===== config.mk =====
export PLATFORM = sky130hd
export DESIGN_NAME = matrix_mult_sequencer
export DESIGN_NICKNAME = d
export VERILOG_FILES = /design/src/rtl/matrix_mult_sequencer.sv
export SDC_FILE = /design/constraint.sdc
export NUM_CORES = 1
export LEC_CHECK = 0
export ABC_AREA = 1
export CAP_MARGIN = 40
export CORE_MARGIN = 2
export CORE_UTILIZATION = 53
export CTS_CLUSTER_DIAMETER = 30
export DETAILED_ROUTE_END_ITERATION = 7
export PLACE_DENSITY = 0.86
export SYNTH_ARGS = -nofsm -noshare
export SYNTH_HDL_FRONTEND = slang
export SYNTH_SLANG_ARGS = --single-unit

===== constraint.sdc =====
create_clock -name clk -period 9.4 [get_ports clk]
set_input_delay 1.88 -clock clk [delete_from_list [all_inputs] [get_ports clk]]
set_output_delay 1.88 -clock clk [all_outputs]
set_load 0.01 [all_outputs]

===== src/rtl/matrix_mult_sequencer.sv =====
// matrix_mult_sequencer: runs one 2x2 unsigned matrix multiply through a single shared
// multiplier, packs the eight products for the external adder and returns the registered sums.
module matrix_mult_sequencer #(
  parameter int ELEM_W  = 3,
  parameter int PROD_W  = 6,
  parameter int MUL_LAT = 0
) (
  input  logic                  clk,
  input  logic                  rst_n,
  input  logic                  in_valid,
  output logic                  in_ready,
  input  logic [4*ELEM_W-1:0]   mat_a,
  input  logic [4*ELEM_W-1:0]   mat_b,
  output logic [ELEM_W-1:0]     mul_a,
  output logic [ELEM_W-1:0]     mul_b,
  input  logic [PROD_W-1:0]     mul_p,
  output logic [8*PROD_W-1:0]   products_out,
  input  logic [4*PROD_W-1:0]   sum_in,
  output logic [4*PROD_W-1:0]   result,
  output logic                  out_valid,
  input  logic                  out_ready,
  output logic                  busy
);
  localparam int CW = 4;
  localparam logic [CW-1:0] LAST = CW'(7 + MUL_LAT);
  localparam logic [CW-1:0] OFS  = CW'(8 - MUL_LAT);
  typedef enum logic [1:0] {IDLE, MUL, SUM, DONE} state_e;
  state_e                state_q, state_d;
  logic [4*ELEM_W-1:0]   a_q, a_d, b_q, b_d;
  logic [CW-1:0]         cnt_q, cnt_d;
  logic [8*PROD_W-1:0]   prod_q, prod_d;
  logic [4*PROD_W-1:0]   res_q, res_d;
  logic                  valid_q, valid_d;
  logic [CW-1:0]         off;
  logic [1:0]            a_idx, b_idx;
  logic                  issue, capture;
  // cnt_q counts MUL cycles; off = cnt_q - MUL_LAT + 8, so off[3] marks a capture and off[2:0] its slot
  assign off     = cnt_q + OFS;
  assign issue   = state_q == MUL && !cnt_q[3];
  assign capture = state_q == MUL && off[3];
  assign a_idx   = {cnt_q[2], cnt_q[0]};
  assign b_idx   = {cnt_q[0], cnt_q[1]};
  assign mul_a   = issue ? a_q[a_idx*ELEM_W +: ELEM_W] : '0;
  assign mul_b   = issue ? b_q[b_idx*ELEM_W +: ELEM_W] : '0;
  assign in_ready     = state_q == IDLE;
  assign busy         = state_q != IDLE;
  assign out_valid    = valid_q;
  assign result       = res_q;
  assign products_out = prod_q;
  always_comb begin
    state_d = state_q;
    a_d     = a_q;
    b_d     = b_q;
    cnt_d   = cnt_q;
    prod_d  = prod_q;
    res_d   = res_q;
    valid_d = valid_q;
    if (capture) prod_d[off[2:0]*PROD_W +: PROD_W] = mul_p;
    case (state_q)
      IDLE: if (in_valid) begin
        a_d     = mat_a;
        b_d     = mat_b;
        cnt_d   = '0;
        state_d = MUL;
      end
      MUL: begin
        cnt_d   = cnt_q + CW'(1);
        state_d = cnt_q == LAST ? SUM : MUL;
      end
      SUM: begin
        res_d   = sum_in;
        valid_d = 1'b1;
        state_d = DONE;
      end
      DONE: if (out_ready) begin
        valid_d = 1'b0;
        state_d = IDLE;
      end
      default: state_d = IDLE;
    endcase
  end
  always_ff @(posedge clk or negedge rst_n) begin
    if (!rst_n) begin
      state_q <= IDLE;
      a_q     <= '0;
      b_q     <= '0;
      cnt_q   <= '0;
      prod_q  <= '0;
      res_q   <= '0;
      valid_q <= 1'b0;
    end else begin
      state_q <= state_d;
      a_q     <= a_d;
      b_q     <= b_d;
      cnt_q   <= cnt_d;
      prod_q  <= prod_d;
      res_q   <= res_d;
      valid_q <= valid_d;
    end
  end
endmodule


==> results by group <==
STA
  – Clock skew: 0.00825 ns
  – Final worst slack: 4.98 ns
  – Max Fclk: 0.226 GHz
  – Relative slew slack: 40.1%
  – RSZ-0062 raised after global routing: no
  – TNS Setup: 0 ns
  – Setup Viol. Count Final: 0
  – Actual slew at the worst max-slew pin: 0.898 ns
  – Fin crit share: 47.1%
  – Final Hold Slack: 0.482 ns
  – Slew Viols, Final: 0
  – Count of final hold-check violations: 0
  – Fin crit period: 4.42 ns

Synthesis
  – Area leader, netlist: dfrtp_1
  – Yosys reg bits: 103
  – Synth Cell Area: 0.00518 mm²
  – Top cells by area in the synthesized netlist: dfrtp_1 50%, nand2_1 14%, nor2_1 5.3%
  – Part of the Yosys area used for sequential elements: 49.8%
  – Mean Syn Cell Area: 8.29 µm²
  – Async SR Flop Fraction: 100%
  – Synthesized instance count: 625
  – Post-synth EDFFs: 0
  – Share of the synthesized area in the top cell type: 49.8%
  – Most used flip-flop cell after synthesis: dfrtp_1
  – Syn. warnings: 0
  – Distinct cells, synth: 39
  – Synthesized net count: 690

Power
  – VDD IR-drop max: 0.181 mV
  – Leak: 3.21 nW
  – PD cells: 419 mW/mm²

Worst setup path
  – CP required: 7.52 ns
  – Crit Path Max Fanout: 25
  – Largest delay share family, worst path: flip-flops
  – CP max-delay cell: dfrtp_1
  – Critical path endpoint category: primary output
  – Crit-path cells: inv_4, nor2_1, o21ai_0, a21oi_1, clkdlybuf4s50_1
  – WP buf/inv: 2
  – Flop2flop setup slack: 5.46 ns
  – Worst path arrival time: 2.54 ns
  – Largest stage delay on the critical path: 0.94 ns
  – Worst Setup Start Kind: flop
  – CP Class: flop to primary output

Hold path
  – Hold Crit Class: flop to flop

CTS
  – Clk slew on worst S/H paths: 0.10 ns
  – CTS sink cnt: 103
  – Post-CTS Repair Setup Buffers: 0
  – Gates resized, CTS repair: 0
  – CTS hold repair buffers: 0
  – Root buffer cell: clkbuf_8
  – Clk_lat worst skew: 0.37 ns
  – Total CTS buffers: 9
  – H-tree depth: 3
  – CTS max path bufs: 2
  – CTS tree: yes

Layout
  – Register Area: 0.00258 mm²
  – Multi-input logic area: 0.00231 mm²
  – Post-route insts no fill: 900
  – Synth-to-Final Area Change: 33.7%
  – Nets: 828
  – N_diodes: 0
  – Utilization after layout: 71.8%
  – Share of cells above drive strength 1: 11.0%
  – Fill count: 772

GRT
  – Vias in the first global route: 4612
  – Initial antenna violation count: 0
  – Total gr overflow: 0
  – Largest net degree at the start of global routing: 55
  – First-pass GRT wire length: 21.8 mm
  – All-Layer GR Usage: 26.5%

Detailed routing
  – Routed WL per cell: 15.1 µm
  – Via density: 5.24
  – Met2 WL: 6.87 mm
  – 1st-pass router iterations: 5
  – DR DRC count: 0
  – Via count: 4719
  – Top Metal Used: met4
  – DR WL met3: 844 µm
  – Routed wire length: 13.6 mm
  – Antenna-violating nets left: 0
  – Iter 0 DRT Violations: 243
  – Met1 Routed Length: 5.55 mm

Floorplan
  – Starting Density: 53.7%
  – Chip height: 103 µm
  – Rows: 36
  – Die Span X: 103 µm
  – Core area: 0.00964 mm²
  – DIE AREA: 0.0106 mm²
  – Num ports: 139

Place
  – Setup WS pre-CTS: 5.43 ns
  – Placed insts: 885
  – Global placer's final weighted congestion: 0.916
  – HPWL Detailed: 10.2 mm
  – IO Port Bufs: 138

Outcome
  – Status: complete, no violations

Run
  – Max-Cap Viols: 0
## power breakdown
| group | internal [mW] | switching, mW | leakage [nW] |
|---|---|---|---|
| registers | 0.656 | 0.143 | 1.24 |
| logic | 0.709 | 1.09 | 1.87 |
| clock network | 0.158 | 0.151 | 0.108 |
## worst register-to-register path: stages (launching register included)
cell and delay [ns]:
dfrtp_1 0.94, ha_1 0.40, fa_1 0.51, nor2_1 0.26, nand2_1 0.09, inv_1 0.06
ha_1 0.36, clkinv_1 0.42, nor2_8 0.26, nand2_4 0.11, nor3_2 0.25, nor2_1 0.08
a21oi_1 0.15
## path summary, 6_finish.rpt
kind / end / cells after the start / start
setup / recovery: mul_b[1] / 5 / cnt_q[0]
min in group asynchronous: products_out[37] / 1 / rst_n
max in group asynchronous: result[11] / 2 / rst_n
hold reg to reg: products_out[43] / 2 / products_out[43]
hold / removal: products_out[43] / 2 / products_out[43]
setup reg to reg: products_out[31] / 12 / cnt_q[0]
## cells by family after synthesis
kind of cell / Yosys count / synth area share [%]
flops: 103 / 49.8
compound gates: 94 / 10.2
buf+inv: 73 / 5.65
fa+ha+maj: 7 / 1.84
simple gates: 324 / 27.3
mux: 24 / 5.22
## layout by cell type (no fill, tap or decap), types with 6 or more instances in the layout
master and n:
nand2_1 193, clkdlybuf4s50_1 137, dfrtp_1 103, nor2_1 73, inv_1 45, o21ai_0 32, a21oi_1 25, nand3_1 24
mux2_2 24, o21ai_1 16, inv_2 10, clkbuf_8 10, nand4_1 7, ha_1 6
## final cells by class
type | instances | share of cell area, %
clock inverter | 4 | 1.14
multi-input combinational | 449 | 33.4
timing repair buffer | 142 | 20.6
clock buffer | 11 | 2.04
inverter | 58 | 3.22
sequential | 103 | 37.2
tap | 133 | 2.40
## metal layers
metal,vias up,track usage [%]
met5,-,0
met4,0,9.51
met3,28,5.29
met2,178,45.3
met1,2223,33.5
li1,2290,-
## registers in the layout, indices dropped and copies added, names as in the netlist, named ones only
name,count
cnt_q,4
a_q,12
products_out,48
state_q,1
result,24
out_valid,1
b_q,12
## Yosys cell counts, types with 5 or more instances
master and instances:
nand2_1 193, dfrtp_1 103, nor2_1 73, inv_1 45, o21ai_0 32, a21oi_1 25
mux2_2 24, nand3_1 24, o21ai_1 16, inv_2 10, clkbuf_1 7, nand4_1 7
ha_1 6, buf_2 5
## through the flow
step | total power [mW] | instance area, µm²
2_1_floorplan | 1.92 | 5180
3_3_place_gp | 2.52 | 6680
3_5_place_dp | 2.58 | 6710
4_1_cts | 2.90 | 6930
5_1_grt | 3.13 | 6930
6_report | 2.90 | 6930
(Power assumes the default switching activity.)
